`config.mk`:
```
export PLATFORM = sky130hd
export DESIGN_NAME = uart_tx_frame_ser
export DESIGN_NICKNAME = d
export VERILOG_FILES = /design/src/rtl/uart_tx_frame_ser.sv
export SDC_FILE = /design/constraint.sdc
export NUM_CORES = 1
export LEC_CHECK = 0
export CORE_MARGIN = 4
export CORE_UTILIZATION = 30
export CTS_CLUSTER_DIAMETER = 120
export DETAILED_ROUTE_END_ITERATION = 12
export MAX_ROUTING_LAYER = met4
export SETUP_SLACK_MARGIN = 0.1
export SLEW_MARGIN = 20
export SYNTH_ARGS = -nofsm -noshare
export SYNTH_HDL_FRONTEND = slang
export SYNTH_SLANG_ARGS = --single-unit
export TNS_END_PERCENT = 100
```
`constraint.sdc`:
```
create_clock -name CLK -period 2.5 [get_ports CLK]
set_clock_uncertainty 0.05 [all_clocks]
set_input_delay 0.5 -clock CLK [delete_from_list [all_inputs] [get_ports CLK]]
set_output_delay 0.5 -clock CLK [all_outputs]
set_load 0.02 [all_outputs]
```
`src/rtl/uart_tx_frame_ser.sv`:
```
// UART transmit serializer: start bit, LSB-first data, optional parity, 1..2 stop bits.
// Bit timing comes from the external bit_tick strobe. All outputs are registered.
// Optional feature macro: UART_TX_PARITY_EN. When it is defined, the block
// honours par_en/par_typ and adds the PARITY state.
module uart_tx_frame_ser #(
  parameter int DATA_WIDTH = 8,
  parameter int STOP_BITS  = 1
) (
  input  logic                  CLK,
  input  logic                  RST,
  input  logic                  bit_tick,
  input  logic [DATA_WIDTH-1:0] p_data,
  input  logic                  data_valid,
  output logic                  data_ack,
  input  logic                  par_en,
  input  logic                  par_typ,
  output logic                  tx_out,
  output logic                  busy
);

  typedef enum logic [2:0] {
    IDLE,
    START,
    DATA,
`ifdef UART_TX_PARITY_EN
    PARITY,
`endif
    STOP
  } state_t;

  state_t                state, state_n;
  logic [3:0]            cnt, cnt_n;
  logic [DATA_WIDTH-1:0] shreg, shreg_n;
  logic                  tx_n, busy_n, ack_n;
  logic                  load;

`ifdef UART_TX_PARITY_EN
  logic par_bit, par_bit_n;
  logic par_on, par_on_n;
`else
  logic unused_par_inputs;
  assign unused_par_inputs = par_en ^ par_typ;
`endif

  // State and output registers; every output comes straight from a flop
  always_ff @(posedge CLK) begin
    if (RST) begin
      state    <= IDLE;
      cnt      <= '0;
      shreg    <= '0;
      tx_out   <= 1'b1;
      busy     <= 1'b0;
      data_ack <= 1'b0;
`ifdef UART_TX_PARITY_EN
      par_bit  <= 1'b0;
      par_on   <= 1'b0;
`endif
    end else begin
      state    <= state_n;
      cnt      <= cnt_n;
      shreg    <= shreg_n;
      tx_out   <= tx_n;
      busy     <= busy_n;
      data_ack <= ack_n;
`ifdef UART_TX_PARITY_EN
      par_bit  <= par_bit_n;
      par_on   <= par_on_n;
`endif
    end
  end

  // Next-state and next-output logic; acceptance from IDLE and from the final
  // stop tick share one load path so back-to-back frames have no idle gap
  always_comb begin
    state_n   = state;
    cnt_n     = cnt;
    shreg_n   = shreg;
    tx_n      = tx_out;
    busy_n    = busy;
    ack_n     = 1'b0;
    load      = 1'b0;
`ifdef UART_TX_PARITY_EN
    par_bit_n = par_bit;
    par_on_n  = par_on;
`endif
    if (bit_tick) begin
      case (state)
        IDLE: begin
          if (data_valid) load = 1'b1;
        end
        START: begin
          state_n = DATA;
          tx_n    = shreg[0];
          shreg_n = shreg >> 1;
          cnt_n   = '0;
        end
        DATA: begin
          if (cnt < 4'(DATA_WIDTH - 1)) begin
            cnt_n   = cnt + 4'd1;
            tx_n    = shreg[0];
            shreg_n = shreg >> 1;
          end else begin
            cnt_n   = '0;
            state_n = STOP;
            tx_n    = 1'b1;
`ifdef UART_TX_PARITY_EN
            if (par_on) begin
              state_n = PARITY;
              tx_n    = par_bit;
            end
`endif
          end
        end
`ifdef UART_TX_PARITY_EN
        PARITY: begin
          state_n = STOP;
          tx_n    = 1'b1;
          cnt_n   = '0;
        end
`endif
        STOP: begin
          if (cnt < 4'(STOP_BITS - 1)) begin
            cnt_n = cnt + 4'd1;
          end else if (data_valid) begin
            load = 1'b1;
          end else begin
            state_n = IDLE;
            busy_n  = 1'b0;
            tx_n    = 1'b1;
            cnt_n   = '0;
          end
        end
        default: state_n = IDLE;
      endcase
    end
    if (load) begin
      state_n   = START;
      shreg_n   = p_data;
      tx_n      = 1'b0;
      busy_n    = 1'b1;
      ack_n     = 1'b1;
      cnt_n     = '0;
`ifdef UART_TX_PARITY_EN
      par_on_n  = par_en;
      par_bit_n = (^p_data) ^ par_typ;
`endif
    end
  end

endmodule

```
==> results.toml <==
[logic_synthesis]
avgSynthCellArea_um2 = 8.95
synth_cell_type_count = 28
syn_area_um2 = 895
ys_warn_count = 0
seq_area_frac_synth_pct = 38.0
syn_inst = 100
yosys_register_bits = 17
synth_nets = 120

[critical_path]
crit_type = "reg2reg"
crit_chain = "inv_1 > ha_1 > inv_1 > nand3_1 > buf_4 > mux2i_1 > a311oi_1"
slowest_stage = "dfxtp_1"
cp-end-kind = "flop"
rr_worst_depth = 7
cp_top_family = "buffers and inverters"
crit_path_frequent_cell = "inv_1"
critPathMaxStageDelay_ns = 0.40
rr_startpoint = "state[0]"
critical_path_peak_fanout = 6
regToRegSetupSlack_ns = 0.51
path_buf_inv = 3
reg2reg_to = "shreg[6]"
cp_data_arrival_time_ns = 2.14
startpoint_type = "flop"
required_ns = 2.65

[timing]
setup_viol = 0
tightestPinTransition_ns = 0.485
finalCritPeriodShare_pct = 79.6
hold_ws_ns = 0.427
fin_tns_setup_ns = 0
rsz0062_at_grt = "no"
max_freq_ghz = 0.503
finalHoldViolCount = 0
drv_slew = 0
relSlewSlack_pct = 67.5
period_needed_ns = 1.99

[drt]
vias_per_cell = 5.33
wirelength_um = 1790
wl_met3_um = 83
highest_layer = "met3"
wl_met1_um = 889
ant_nets = 0
drt_iter0_drc = 34
wire_per_inst_um = 12.4
routed-wl-met2_um = 816
drtPass1Iterations = 4
dr_total_vias = 768
drc = 0

[floorplan]
fp-row-count = 19
initial_core_util_pct = 31.9
die_x_um = 62.6
die_h_um = 62.6
io_pins = 17
core-area_um2 = 2810
dieArea_um2 = 3920

[grt]
grt_max_degree = 17
grt_pass1_wl_um = 3110
track_usage_pct = 9.90
grt_pass1_vias = 710
grt-ovfl-total = 0
antenna_found_initial = 0

[placed_design]
placed_cells = 140
hpwl_um = 1300
port_buffers = 14
place.gp.congestion = 0.809

[pwr]
p_leak_nw = 0.417
peakVddDrop_mv = 0.293
p_per_area_nw_per_um2 = 546
p_total_mw = 0.588

[outcome]
status = "finished clean"

[finish]
utilization_pct = 38.4
num-nets-final = 134
area_growth_pct = 20.3
drive_gt1_share_pct = 7.96
finalNonFillerCells = 144
diodes = 0
final_cell_mix = "dfxtp_1, a21oi_1, clkdlybuf4s50_1, mux2i_1"
layout_commonest_cell = "dfxtp_1"

[cts]
cts_hold_buf = 0
cts.sinks = 17
cts_root_buffer = "clkbuf_4"
cts_tree = "built"
ctsResizeCount = 0
clk_latency_ns = 0.29
cts_setup_buffers = 0
clockBufferDepth = 2
cts_max_level = 1
clkTransAtPathRegs_ns = 0.10
numCtsBuffers = 3

[flow_run]
drv_cap = 0

[min_path]
hold_class = "reg2reg"
min-delay-start = "busy"
hold_depth = 2
worstHoldEndpoint = "busy"
[registers in the layout (all words and copies together), names as in the netlist]
| register | cells |
|---|---|
| cnt | 4 |
| shreg | 8 |
| state | 2 |
| busy | 1 |
| data_ack | 1 |
| tx_out | 1 |
[layout make-up]
type | instances | area (µm²)
Fill cell | 295 | 1730
Multi-Input combinational cell | 71 | 495
Sequential cell | 17 | 340
Timing Repair Buffer | 16 | 155
Tap cell | 31 | 38.8
Clock buffer | 3 | 22.5
Inverter | 5 | 18.8
Clock inverter | 1 | 5.00
[where the power goes]
part | internal (mW) | leakage, nW | switching [mW] | total [mW]
Sequential | 0.291 | 0.139 | 0.0111 | 0.302
Combinational | 0.0670 | 0.260 | 0.0717 | 0.139
Clock | 0.0595 | 0.0177 | 0.0881 | 0.148
Total | 0.417 | 0.417 | 0.171 | 0.588
[cell usage after synthesis, drive strengths merged]
cell type | number | area, µm²
nand2b | 1 | 6.26
clkbuf | 3 | 12.5
nor2b | 1 | 6.26
ha | 6 | 75.1
or3 | 3 | 18.8
or2 | 1 | 8.76
a211oi | 2 | 15.0
a21bo | 1 | 10.0
nor2 | 7 | 26.3
dfxtp | 17 | 340
nand3 | 4 | 20.0
inv | 5 | 18.8
o32ai | 1 | 8.76
a21oi | 15 | 78.8
nand4 | 2 | 12.5
a221oi | 1 | 8.76
a311oi | 7 | 61.3
o21ai | 3 | 15.0
buf | 4 | 27.5
a221o | 2 | 21.3
nand2 | 6 | 22.5
mux2i | 8 | 80.1
[routing by layer]
metal,up-vias,global-route usage (%)
li1,400,-
met5,-,-
met1,352,12.3
met4,0,1.65
met3,0,3.96
met2,16,15.3
[cells by family (layout without fill, tap and decap cells)]
kind of cell	count (synthesis)	in the layout	share of synthesized area [%]
AO/OA/AOI/OAI	32	32	24.5
AND/OR/NAND/NOR	25	25	13.6
flip-flops	17	17	38.0
buffers and inverters	12	25	6.57
multiplexers	8	8	8.95
adder cells (fa/ha/maj)	6	6	8.39
[metrics by stage]
step           worst slack, ns  instance area, µm²
2_1_floorplan            0.716                 895
3_3_place_gp             0.268                1050
3_5_place_dp             0.252                1050
4_1_cts                  0.510                1080
5_1_grt                  0.348                1080
6_report                 0.510                1080
[worst reg2reg max path, delay by kind of cell, from the launching register on]
family,cells,cell delay (ns)
buf+inv,3,0.48
flops,1,0.40
fa+ha+maj,1,0.38
compound gates,1,0.27
simple gates,1,0.19
mux,1,0.12
[how the worst max path moves through the flow]
stage,start,end,slack (ns),cells after the start
5_1_grt,state[0],shreg[6],0.35,7
6_report,state[0],shreg[6],0.51,7
3_3_place_gp,bit_tick,cnt[3],0.27,5
4_1_cts,state[0],shreg[6],0.51,7
2_1_floorplan,state[0],shreg[4],0.72,7
3_5_place_dp,bit_tick,cnt[3],0.25,5
No activity file was read; power rests on OpenSTA's default activity.
